### src/rtl/onset_envelope_decimator.sv
`default_nettype none
// ============================================================================
// Module  : onset_envelope_decimator
// Brief   : peak-hold decimation, moving-average envelope, noise-floor removal
// Revision: 1.0
// ============================================================================
module onset_envelope_decimator #(
  parameter int W              = 16,
  parameter int DECIM          = 6,
  parameter int WIN_LOG2       = 3,
  parameter int ENVELOPE_WIDTH = 24,
  parameter int FLOOR_SHIFT    = 6
) (
  input  logic                clk,
  input  logic                reset,
  input  logic signed [W-1:0] audio_sample,
  input  logic                audio_valid,
  output logic signed [W-1:0] signal_rms,
  output logic                sample_tick,
  output logic        [W-1:0] envelope,
  output logic        [W-1:0] noise_floor
);

  localparam int c_FRAC  = ENVELOPE_WIDTH - W;
  localparam int c_DEPTH = 2**WIN_LOG2;
  localparam int c_PW    = (DECIM > 1) ? $clog2(DECIM) : 1;
  localparam int c_SW    = W - 1 + WIN_LOG2;
  localparam int c_DW    = ENVELOPE_WIDTH + 1;
  localparam logic [c_PW-1:0] c_PHASE_LAST = c_PW'(DECIM - 1);

  // Asynchronous assertion, release synchronised to clk.
  logic [1:0] rst_sync_q, rst_sync_d;
  logic       rst_n;

  always_comb rst_sync_d = {rst_sync_q[0], 1'b1};

  always_ff @(posedge clk or negedge reset) begin
    if (!reset) rst_sync_q <= '0;
    else        rst_sync_q <= rst_sync_d;
  end

  assign rst_n = rst_sync_q[1];

  logic [c_PW-1:0]    phase_q, phase_d;
  logic [W-2:0]       peak_q, peak_d, blk_peak_q, blk_peak_d;
  logic               a_vld_q, a_vld_d;
  logic [W-2:0]       win_q [c_DEPTH];
  logic [W-2:0]       win_d [c_DEPTH];
  logic [WIN_LOG2-1:0] wp_q, wp_d;
  logic [c_SW-1:0]    sum_q, sum_d;
  logic               b_vld_q, b_vld_d;
  logic [W-2:0]       fast_env_q, fast_env_d;
  logic               c_vld_q, c_vld_d;
  logic [ENVELOPE_WIDTH-1:0] floor_acc_q, floor_acc_d;
  logic signed [W-1:0] signal_rms_q, signal_rms_d;
  logic               sample_tick_q, sample_tick_d;
  logic [W-1:0]       envelope_q, envelope_d, noise_floor_q, noise_floor_d;

  logic [W-1:0]       neg;
  logic [W-2:0]       mag, peak_max;
  logic signed [c_DW-1:0] env_ext, floor_ext, diff, step;
  logic [W-1:0]       floor_int;

  // Stage A: magnitude and peak hold over one block of DECIM strobes.
  always_comb begin
    neg        = -audio_sample;
    mag        = audio_sample[W-2:0];
    phase_d    = phase_q;
    peak_d     = peak_q;
    blk_peak_d = blk_peak_q;
    a_vld_d    = 1'b0;
    if (audio_sample == {1'b1, {(W-1){1'b0}}}) mag = '1;
    else if (audio_sample[W-1])                mag = (W-1)'(neg);
    peak_max = (mag > peak_q) ? mag : peak_q;
    if (audio_valid) begin
      if (phase_q == c_PHASE_LAST) begin
        blk_peak_d = peak_max;
        peak_d     = '0;
        phase_d    = '0;
        a_vld_d    = 1'b1;
      end else begin
        peak_d  = peak_max;
        phase_d = phase_q + 1'b1;
      end
    end
  end

  // Stage B: running sum over a circular window of block peaks.
  always_comb begin
    win_d   = win_q;
    wp_d    = wp_q;
    sum_d   = sum_q;
    b_vld_d = a_vld_q;
    if (a_vld_q) begin
      sum_d       = sum_q + c_SW'(blk_peak_q) - c_SW'(win_q[wp_q]);
      win_d[wp_q] = blk_peak_q;
      wp_d        = wp_q + 1'b1;
    end
  end

  // Stage C: register the mean, then subtract the pre-update floor and leak it.
  always_comb begin
    fast_env_d    = fast_env_q;
    c_vld_d       = b_vld_q;
    floor_acc_d   = floor_acc_q;
    signal_rms_d  = signal_rms_q;
    envelope_d    = envelope_q;
    noise_floor_d = noise_floor_q;
    sample_tick_d = c_vld_q;
    env_ext   = {{(c_DW - (W-1) - c_FRAC){1'b0}}, fast_env_q, {c_FRAC{1'b0}}};
    floor_ext = {1'b0, floor_acc_q};
    diff      = env_ext - floor_ext;
    step      = diff >>> FLOOR_SHIFT;
    floor_int = floor_acc_q[ENVELOPE_WIDTH-1:c_FRAC];
    if (b_vld_q) fast_env_d = sum_q[c_SW-1:WIN_LOG2];
    if (c_vld_q) begin
      signal_rms_d  = $signed({1'b0, fast_env_q}) - $signed(floor_int);
      floor_acc_d   = floor_acc_q + ENVELOPE_WIDTH'(step);
      envelope_d    = {1'b0, fast_env_q};
      noise_floor_d = floor_int;
    end
  end

  always_ff @(posedge clk or negedge rst_n) begin
    if (!rst_n) begin
      phase_q       <= '0;
      peak_q        <= '0;
      blk_peak_q    <= '0;
      a_vld_q       <= 1'b0;
      win_q         <= '{default: '0};
      wp_q          <= '0;
      sum_q         <= '0;
      b_vld_q       <= 1'b0;
      fast_env_q    <= '0;
      c_vld_q       <= 1'b0;
      floor_acc_q   <= '0;
      signal_rms_q  <= '0;
      sample_tick_q <= 1'b0;
      envelope_q    <= '0;
      noise_floor_q <= '0;
    end else begin
      phase_q       <= phase_d;
      peak_q        <= peak_d;
      blk_peak_q    <= blk_peak_d;
      a_vld_q       <= a_vld_d;
      win_q         <= win_d;
      wp_q          <= wp_d;
      sum_q         <= sum_d;
      b_vld_q       <= b_vld_d;
      fast_env_q    <= fast_env_d;
      c_vld_q       <= c_vld_d;
      floor_acc_q   <= floor_acc_d;
      signal_rms_q  <= signal_rms_d;
      sample_tick_q <= sample_tick_d;
      envelope_q    <= envelope_d;
      noise_floor_q <= noise_floor_d;
    end
  end

  assign signal_rms  = signal_rms_q;
  assign sample_tick = sample_tick_q;
  assign envelope    = envelope_q;
  assign noise_floor = noise_floor_q;

endmodule
`default_nettype wire
### config.mk
export PLATFORM = sky130hd
export DESIGN_NAME = onset_envelope_decimator
export DESIGN_NICKNAME = d
export VERILOG_FILES = /design/src/rtl/onset_envelope_decimator.sv
export SDC_FILE = /design/constraint.sdc
export NUM_CORES = 1
export LEC_CHECK = 0
export CAP_MARGIN = 40
export CORE_ASPECT_RATIO = 1.1
export CORE_UTILIZATION = 50
export CTS_BUF_LIST = sky130_fd_sc_hd__clkbuf_4 sky130_fd_sc_hd__clkbuf_8
export CTS_CLUSTER_SIZE = 20
export DETAILED_ROUTE_END_ITERATION = 7
export GPL_TIMING_DRIVEN = 0
export PLACE_DENSITY = 0.7
export SLEW_MARGIN = 40
export SYNTH_ARGS = -nofsm -noshare
export SYNTH_HDL_FRONTEND = slang
export SYNTH_SLANG_ARGS = --single-unit
### constraint.sdc
create_clock -name clk -period 7.6 [get_ports clk]
set_input_delay 1.52 -clock clk [delete_from_list [all_inputs] [get_ports clk]]
set_output_delay 1.52 -clock clk [all_outputs]
set_load 0.005 [all_outputs]
==> impl_metrics.env <==
export IMPL_cts_buffers_inserted=45
export IMPL_startpoint_type="primary input"
export IMPL_place_gp_congestion=0.994
export IMPL_synth_area_leaders="dfrtp_1, mux2_2, ha_1"
export IMPL_ios=68
export IMPL_netlist_area_leader_share=0.434
export IMPL_syn_area_mm2=0.0153
export IMPL_fin_setup_tns_ps=0
export IMPL_grt_start_max_net_pins=44
export IMPL_ant_nets=0
export IMPL_regToRegEndpoint="sum_q[17]"
export IMPL_cts_resized=0
export IMPL_final_hold_viol_count=0
export IMPL_finalClockSkew_ps=22.4
export IMPL_worstRegToRegCells=14
export IMPL_num_vias=11563
export IMPL_hold_ws_ps=286
export IMPL_cts_hold_buf=0
export IMPL_fin_nets=1674
export IMPL_yosysSeqAreaShare=0.434
export IMPL_cts_root_buf="clkbuf_8"
export IMPL_yosys_area_top_type="dfrtp_1"
export IMPL_viasPerCell=5.77
export IMPL_period_needed_ps=6070
export IMPL_layout_common_cells="dfrtp_1, mux2_2, nand2_1"
export IMPL_cts_sinks=266
export IMPL_ys_types=73
export IMPL_dominantRegCellSynth="dfrtp_1"
export IMPL_min_path_type="register to asynchronous set/reset pin"
export IMPL_synthArstFlopShare=1.00
export IMPL_avgSynthCellArea_um2=10.6
export IMPL_drc=0
export IMPL_syn_instance_count=1444
export IMPL_core_area_mm2=0.0299
export IMPL_postCtsSetupRepairBufs=0
export IMPL_mostFrequentLayoutCell="dfrtp_1"
export IMPL_clock_fmax_ghz=0.165
export IMPL_period_share=0.799
export IMPL_cp_required_ps=8110
export IMPL_drive_gt1_frac=0.182
export IMPL_clk_latency_ps=580
export IMPL_maxCapViolCount=0
export IMPL_synth_edf_count=0
export IMPL_grt_pass1_wl_um=61100
export IMPL_rsz0062_at_grt="no"
export IMPL_crit_fanout=10
export IMPL_grt_overflow_total=0
export IMPL_drtIter0Drc=583
export IMPL_end_kind="register"
export IMPL_wl_per_cell_um=18.4
export IMPL_setup_violations=0
export IMPL_grt_pass1_vias=12109
export IMPL_max_slew_margin=0.427
export IMPL_synthToLayoutAreaGrowth_pct=15.1
export IMPL_initial_utilization=0.513
export IMPL_timing_rr_start="wp_q[1]"
export IMPL_worstSetupPathType="primary input to register"
export IMPL_ctsHtreeMaxLevel=2
export IMPL_worstPathArrival_ps=6590
export IMPL_dp_hpwl_um=28500
export IMPL_grt_antenna_before_repair=0
export IMPL_diodes=0
export IMPL_synth_fp_nets=1557
export IMPL_die_y_um=186
export IMPL_grt_total_usage=0.247
export IMPL_ff2ff_setup_slack_ps=2470
export IMPL_die_x_um=169
export IMPL_ys_warn_count=0
export IMPL_place_port_buffers=64
export IMPL_first_pass_iters=8
export IMPL_clkSlewWorstSetupHoldPaths_ps=60
export IMPL_cts_max_path_buffers=3
export IMPL_cts_tree="built"
export IMPL_yosys_register_bits=266
export IMPL_max_slew_worst_pin_slew_ps=860
export IMPL_final_max_slew_viol_count=0
export IMPL_outcome="finished, final reports clean"
export IMPL_die_area_mm2=0.0314
export IMPL_rows=66
export IMPL_drt_total_wl_um=36900
routing by layer:
metal	routed length (um)	share of wire	up-vias	GRT usage
met5	0	0	-	0
met4	1540	0.042	0	0.108
met3	1380	0.037	101	0.0355
met2	19400	0.52	331	0.465
met1	14600	0.40	5713	0.276
li1	-	-	5418	-
area by class of cell:
class / instances / area, um2
Timing Repair Buffer: 70 / 761
Sequential cell: 266 / 6660
Fill cell: 2545 / 12300
Buffer: 71 / 280
Multi-Input combinational cell: 987 / 7960
Tap cell: 408 / 510
Clock buffer: 70 / 888
Inverter: 120 / 452
Clock inverter: 12 / 121
worst max-delay path, cell delays in order:
cell and delay (ps):
clkdlybuf4s50_1 440, inv_1 90, ha_1 170, or3b_1 410
or4_4 540, or4_4 530, buf_6 160, o211a_1 130
clkinv_2 70, ha_1 230, nor2b_1 130, o21ai_0 190
a21oi_1 100, a211oi_1 300, o221ai_1 340, a31oi_1 540
clkbuf_1 480, a22o_1 220
through the flow:
step	util	std cells	worst slack [ps]	area [um2]
after floorplan	-	1444	2170	15300
after global placement	0.551	1916	1050	16500
after detailed placement	0.556	1922	979	16600
after CTS	0.590	2004	1560	17600
after global routing	0.590	2004	1270	17600
final	0.590	2004	1530	17600
cell families (layout without fill, tap and decap cells):
family	count (synthesis)	after routing	share of synthesized area
compound gates	340	340	0.146
xor+xnor	62	62	0.0354
simple gates	305	305	0.0950
other cells	2	2	0.000490
mux	184	184	0.156
buf+inv	191	343	0.0476
fa+ha+maj	94	94	0.0851
flops	266	266	0.434
sequential cells by signal, summed over array words and instances, names as in the netlist, 2 cells and up:
name         cells
rst_sync_q       2
win_q          120
phase_q          3
wp_q             3
fast_env_q      15
envelope        15
noise_floor     16
sum_q           18
blk_peak_q      15
floor_acc_q     24
signal_rms      16
peak_q          15
synth_stat cells, types with 19 or more instances:
library cell,number
ha_1,77
mux2_2,143
a21o_1,38
xnor2_1,36
a21oi_1,62
inv_1,117
o21ai_0,110
dfrtp_1,266
o31ai_1,19
nor3_1,32
nand2_1,137
xor2_1,26
mux4_2,30
clkbuf_1,63
nor2_1,39
worst max path at each step:
stage / slack (ps) / start / to
after floorplan: 2170 / audio_sample[1] / peak_q[10]
after global placement: 1050 / audio_sample[0] / peak_q[7]
after detailed placement: 980 / audio_sample[1] / peak_q[7]
after CTS: 1560 / audio_sample[1] / peak_q[7]
after global routing: 1270 / audio_sample[1] / peak_q[9]
final: 1530 / audio_sample[1] / peak_q[7]
Power is not shown: default switching activity piles up to over one toggle a cycle in this logic, so the estimate is an artifact.
